===== config.mk =====
export PLATFORM = sky130hd
export DESIGN_NAME = clk_div_multi
export DESIGN_NICKNAME = d
export VERILOG_FILES = /design/src/rtl/clk_div_multi.sv
export SDC_FILE = /design/constraint.sdc
export NUM_CORES = 1
export LEC_CHECK = 0
export ABC_AREA = 0
export CELL_PAD_IN_SITES_DETAIL_PLACEMENT = 1
export CELL_PAD_IN_SITES_GLOBAL_PLACEMENT = 1
export CORE_UTILIZATION = 40
export DETAILED_ROUTE_END_ITERATION = 7
export GPL_TIMING_DRIVEN = 0
export PLACE_DENSITY_LB_ADDON = 0.1
export SYNTH_ARGS = -nofsm -noshare
export SYNTH_HDL_FRONTEND = slang
export SYNTH_SLANG_ARGS = --single-unit

===== constraint.sdc =====
create_clock -name clock -period 3.4 [get_ports clock]
set_input_delay 0.51 -clock clock [delete_from_list [all_inputs] [get_ports clock]]
set_output_delay 0.51 -clock clock [all_outputs]
set_load 0.02 [all_outputs]

===== src/rtl/clk_div_multi.sv =====
// clk_div_multi: NUM_CH independent clock dividers sharing one system clock.
// Each channel has a runtime-loadable half-period and produces either a 50%
// square wave (period 2*half) or a one-cycle strobe (period half), plus a
// one-cycle tick per output period. A global enable freezes all channels,
// sync_clr re-aligns their phase, and cfg_err latches any attempt to load a
// zero half-period.
module clk_div_multi #(
  parameter int NUM_CH       = 3,
  parameter int CNT_W        = 26,
  parameter int DEFAULT_HALF = 25000000
) (
  input  logic              clock,
  input  logic              reset,
  input  logic              enable,
  input  logic              sync_clr,
  input  logic [NUM_CH-1:0] div_load,
  input  logic [CNT_W-1:0]  div_value,
  input  logic [NUM_CH-1:0] mode,
  output logic [NUM_CH-1:0] clk_out,
  output logic [NUM_CH-1:0] tick,
  output logic              cfg_err
);

  localparam logic [CNT_W-1:0] L_DEF_HALF = CNT_W'(DEFAULT_HALF);
  localparam logic [CNT_W-1:0] L_ONE      = CNT_W'(1);

  // A zero half-period would never reach terminal count, so it is rejected.
  logic w_val_ok;
  assign w_val_ok = (div_value != '0);

  logic r_cfg_err;

  // Sticky error flag: set by any zero-valued load, cleared only by reset.
  always_ff @(posedge clock or negedge reset) begin
    if (!reset) begin
      r_cfg_err <= 1'b0;
    end else if ((|div_load) && !w_val_ok) begin
      r_cfg_err <= 1'b1;
    end
  end

  assign cfg_err = r_cfg_err;

  for (genvar g = 0; g < NUM_CH; g++) begin : g_ch
    logic [CNT_W-1:0] r_half;
    logic [CNT_W-1:0] r_cnt;
    logic             r_out;
    logic             r_tick;
    logic             w_term;

    // cnt never exceeds half-1, so this exact compare cannot be skipped over.
    assign w_term = (r_cnt == (r_half - L_ONE));

    // Channel update, priority: sync_clr > div_load > enable-gated counting.
    always_ff @(posedge clock or negedge reset) begin
      if (!reset) begin
        r_half <= L_DEF_HALF;
        r_cnt  <= '0;
        r_out  <= 1'b0;
        r_tick <= 1'b0;
      end else if (sync_clr) begin
        r_cnt  <= '0;
        r_out  <= 1'b0;
        r_tick <= 1'b0;
        if (div_load[g] && w_val_ok) begin
          r_half <= div_value;
        end
      end else if (div_load[g]) begin
        // A rejected (zero) load freezes the channel for this cycle.
        if (w_val_ok) begin
          r_half <= div_value;
          r_cnt  <= '0;
          r_out  <= 1'b0;
          r_tick <= 1'b0;
        end
      end else if (!enable) begin
        r_tick <= 1'b0;
      end else begin
        r_cnt <= w_term ? '0 : (r_cnt + L_ONE);
        if (mode[g]) begin
          // Strobe: one-cycle pulse after each terminal count.
          r_out  <= w_term;
          r_tick <= w_term;
        end else if (w_term) begin
          // Square: toggle; tick marks the 0->1 transition.
          r_out  <= ~r_out;
          r_tick <= ~r_out;
        end else begin
          r_tick <= 1'b0;
        end
      end
    end

    assign clk_out[g] = r_out;
    assign tick[g]    = r_tick;
  end

endmodule


==> key figures <==
Outcome
  – Status: complete, but fails checks
  – Violated checks: hold timing, setup timing

Layout
  – Most frequent cells in the layout: 121 x dfrtp_1, 120 x nand2_1, 80 x nor2_1, 62 x mux2_2, 61 x xnor2_1
  – Core Util, Final: 0.4913
  – Fin area: 0.01277 mm^2
  – Commonest non-fill, non-tap cell in the layout: dfrtp_1
  – Final #Nets: 1289
  – Share of layout cells above drive strength 1: 0.2206
  – Area grow syn2layout: 21.15%
  – FILL cells: 2970
  – Antenna cells: 0

STA
  – Unrepaired setup endpoints after global routing: true
  – Setup slack after layout: -0.02694 ns
  – Rel. slew slack: 0.4890
  – Final Hold Fails: 5
  – Minimum clock period: 3.427 ns
  – Setup TNS: -0.06770 ns
  – Peak Freq: 0.2918 GHz
  – Hold slack final: -0.007587 ns
  – Final Slew Violations: 0
  – Worst-Margin Slew: 0.7606 ns
  – Final setup violation count: 3
  – Final period utilization: 1.008
  – Clock skew: 0.01316 ns

GRT
  – Vias in the first global route: 9446
  – Grt ovf: 0
  – Initial antenna violation count: 0
  – First-pass GRT wire length: 54230 um
  – Gr usage total: 0.2640
  – Largest net degree at the start of global routing: 104

Clock network
  – Clock-pin slew on the worst setup and hold paths: 0.07 ns
  – TritonCTS buffer count: 17
  – Clock Latency Late Sink: 0.44 ns
  – Clock sinks: 163
  – Clock Tree Buf Depth: 2
  – Htree depth: 4
  – CTS tree: done
  – Clock root buffer: clkbuf_16

Route
  – Vias: 9452
  – DRT iter0 DRCs: 561
  – ANT nets after route: 0
  – TritonRoute pass-1 iters: 7
  – DRC Markers: 0
  – Final WL: 34740 um
  – WL/cell: 21.78 um
  – DR vias/cell: 5.926

Floorplanning
  – Die W: 164.3 um
  – Die area: 0.02700 mm^2
  – Row count: 59
  – Core Region: 0.02598 mm^2
  – Die height: 164.3 um
  – I/O pins: 43
  – Initial core utilization: 0.4055

Worst setup path
  – CP Launch Point: g_ch[2].r_half[0]$_DFFE_PN0P_
  – Startpoint types: flip-flop
  – Crit Path Max Fanout: 10
  – Worst path arrival time: 3.75 ns
  – R2R Setup Slk: -0.03 ns
  – Critical path class: reg -> reg
  – Reg2reg start: g_ch[2].r_half[0]$_DFFE_PN0P_
  – R2R Path End: g_ch[2].r_cnt[23]$_DFFE_PN0P_
  – CP Capture Type: flip-flop
  – R2R depth: 12
  – CP endpoint: g_ch[2].r_cnt[23]$_DFFE_PN0P_
  – WP data required: 3.73 ns

Place
  – Gp weighted congestion: 0.9007
  – Placed inst area: 0.01141 mm^2
  – PortBufs: 42
  – Post-DP HPWL: 24710 um

Worst hold path
  – Min-delay worst type: in -> async

Synthesis
  – Post-synthesis cell count: 1151
  – Post-synthesis sequential area ratio: 0.3914
  – Leading area contributor after synthesis: dfrtp_1
  – Yosys warns: 0
  – Area share of the largest cell type after synthesis: 0.3016
  – Mean Syn Cell Area: 9.155 um^2
  – Syn nets: 1193
  – Cell variety after synth: 80
  – Async S/R FF share, synth: 1.000
  – Number of enable flip-flop cells after synthesis: 0
  – Top FF cell, synth: dfrtp_1
  – Largest cells by area after synthesis: dfrtp_1 30%, dfstp_2 9.0%, mux2_2 6.7%
  – Seq cells post-synth: 163
  – Mapped cell area: 0.01054 mm^2

Pwr
  – Sw power: 0.001508 W
  – Clock network power share: 0.389
  – Switching part of the total: 0.3034
  – PD cells: 389.4 mW/mm^2
  – Power, Total: 0.004971 W
  – Flop pwr share: 0.448
  – Int Pwr: 0.003463 W
  – VDD IR max: 0.2904 mV
  – Standby leakage power: 5.038 nW
  – Combinational Power Share: 0.163

Flow run
  – Maxcap violations: 0
-- area by class of cell --
cell class / instances / area (um^2) / area share
Sequential cell: 163 / 4131 / 0.3236
Clock buffer: 21 / 481.7 / 0.03773
Multi-Input combinational cell: 901 / 6422 / 0.5031
Clock inverter: 11 / 93.84 / 0.007351
Tap cell: 335 / 419.2 / 0.03283
Inverter: 27 / 101.3 / 0.007939
Buffer: 56 / 339.1 / 0.02656
Timing Repair Buffer: 81 / 777.0 / 0.06086
-- critical path, stage by stage (launching register included) --
cell	delay (ns)
dfrtp_2	0.43
buf_4	0.15
nor3_4	0.28
buf_6	0.20
nand4_1	0.22
buf_4	0.21
nor3_1	0.18
mux2i_1	0.13
or4_1	0.54
or3_4	0.44
buf_6	0.16
a31o_1	0.21
a22o_1	0.17
-- timing repair --
action                                  4_1_cts  5_1_grt
hold buffers                                  0        0
endpoints found under the setup margin      102       82
gates resized for setup                      48       72
setup buffers                                16       20
pin swaps                                    12       21
gates cloned                                  0        2
-- flip-flops by register name, summed over array words and instances, names as in the netlist --
signal and cells:
cfg_err 1, g_ch.r_cnt 78, g_ch.r_half 78, g_ch.r_out 3
g_ch.r_tick 3
-- synth_stat cells (10+ instances only) --
master    count
nor4_1       19
nor3_1       42
mux2_2       63
nor2b_1      10
nand4_1      36
a31oi_1      27
o21ai_0      17
or3_1        24
clkbuf_1     42
nand2_1     125
xor2_1       48
nand3_1      61
xnor2_1      61
nor4b_1      11
dfstp_2      36
a21oi_1      28
and2_1       11
and3_1       30
nor2_1       81
or4_1        16
inv_1        27
nand3b_1     10
dfrtp_1     127
-- metrics by stage --
step                instances  setup WS, ns
floorplan                1151        0.1548
global placement         1528        -5.293
detailed placement       1529        -1.078
CTS                      1576     0.0002736
global route             1595       -0.1126
finish                   1595      -0.02694
-- power by group through the flow --
stage | Combinational, W | Sequential [W] | Clock [W]
floorplan | 0.000457 | 0.00220 | 0
global placement | 0.000686 | 0.00224 | 0
detailed placement | 0.000706 | 0.00225 | 0
CTS | 0.000744 | 0.00222 | 0.00198
global route | 0.000883 | 0.00225 | 0.00203
finish | 0.000812 | 0.00223 | 0.00193
-- worst min-delay path by stage --
stage	slack (ns)	start	end	cells after the start
2_1_floorplan	0.21	reset	cfg_err$_DFFE_PN0P_	0
3_3_place_gp	0.47	g_ch[1].r_half[14]$_DFFE_PN1P_	g_ch[1].r_half[14]$_DFFE_PN1P_	2
3_5_place_dp	0.48	g_ch[1].r_half[14]$_DFFE_PN1P_	g_ch[1].r_half[14]$_DFFE_PN1P_	2
4_1_cts	0.01	reset	g_ch[1].r_cnt[23]$_DFFE_PN0P_	1
5_1_grt	0.03	reset	g_ch[1].r_cnt[23]$_DFFE_PN0P_	1
6_report	-0.008	reset	g_ch[1].r_cnt[23]$_DFFE_PN0P_	1
-- metal layers --
layer | global-route usage | part of all wire
met1 | 0.3649 | 0.47
met2 | 0.4235 | 0.48
met3 | 0.03409 | 0.028
met4 | 0.09007 | 0.022
met5 | 0 | 0
-- cells by family (layout without fill, tap and decap cells) --
group / Yosys count / in the layout / synth area share
and+or+nand+nor: 537 / 537 / 0.2803
AOI/OAI and AO/OA: 177 / 177 / 0.1190
DFF: 163 / 163 / 0.3914
xor gates and xnor gates: 109 / 109 / 0.09060
buffers and inverters: 87 / 196 / 0.03574
muxes: 72 / 72 / 0.07587
adders and majority gates: 6 / 6 / 0.007124
(Power assumes the default switching activity.)
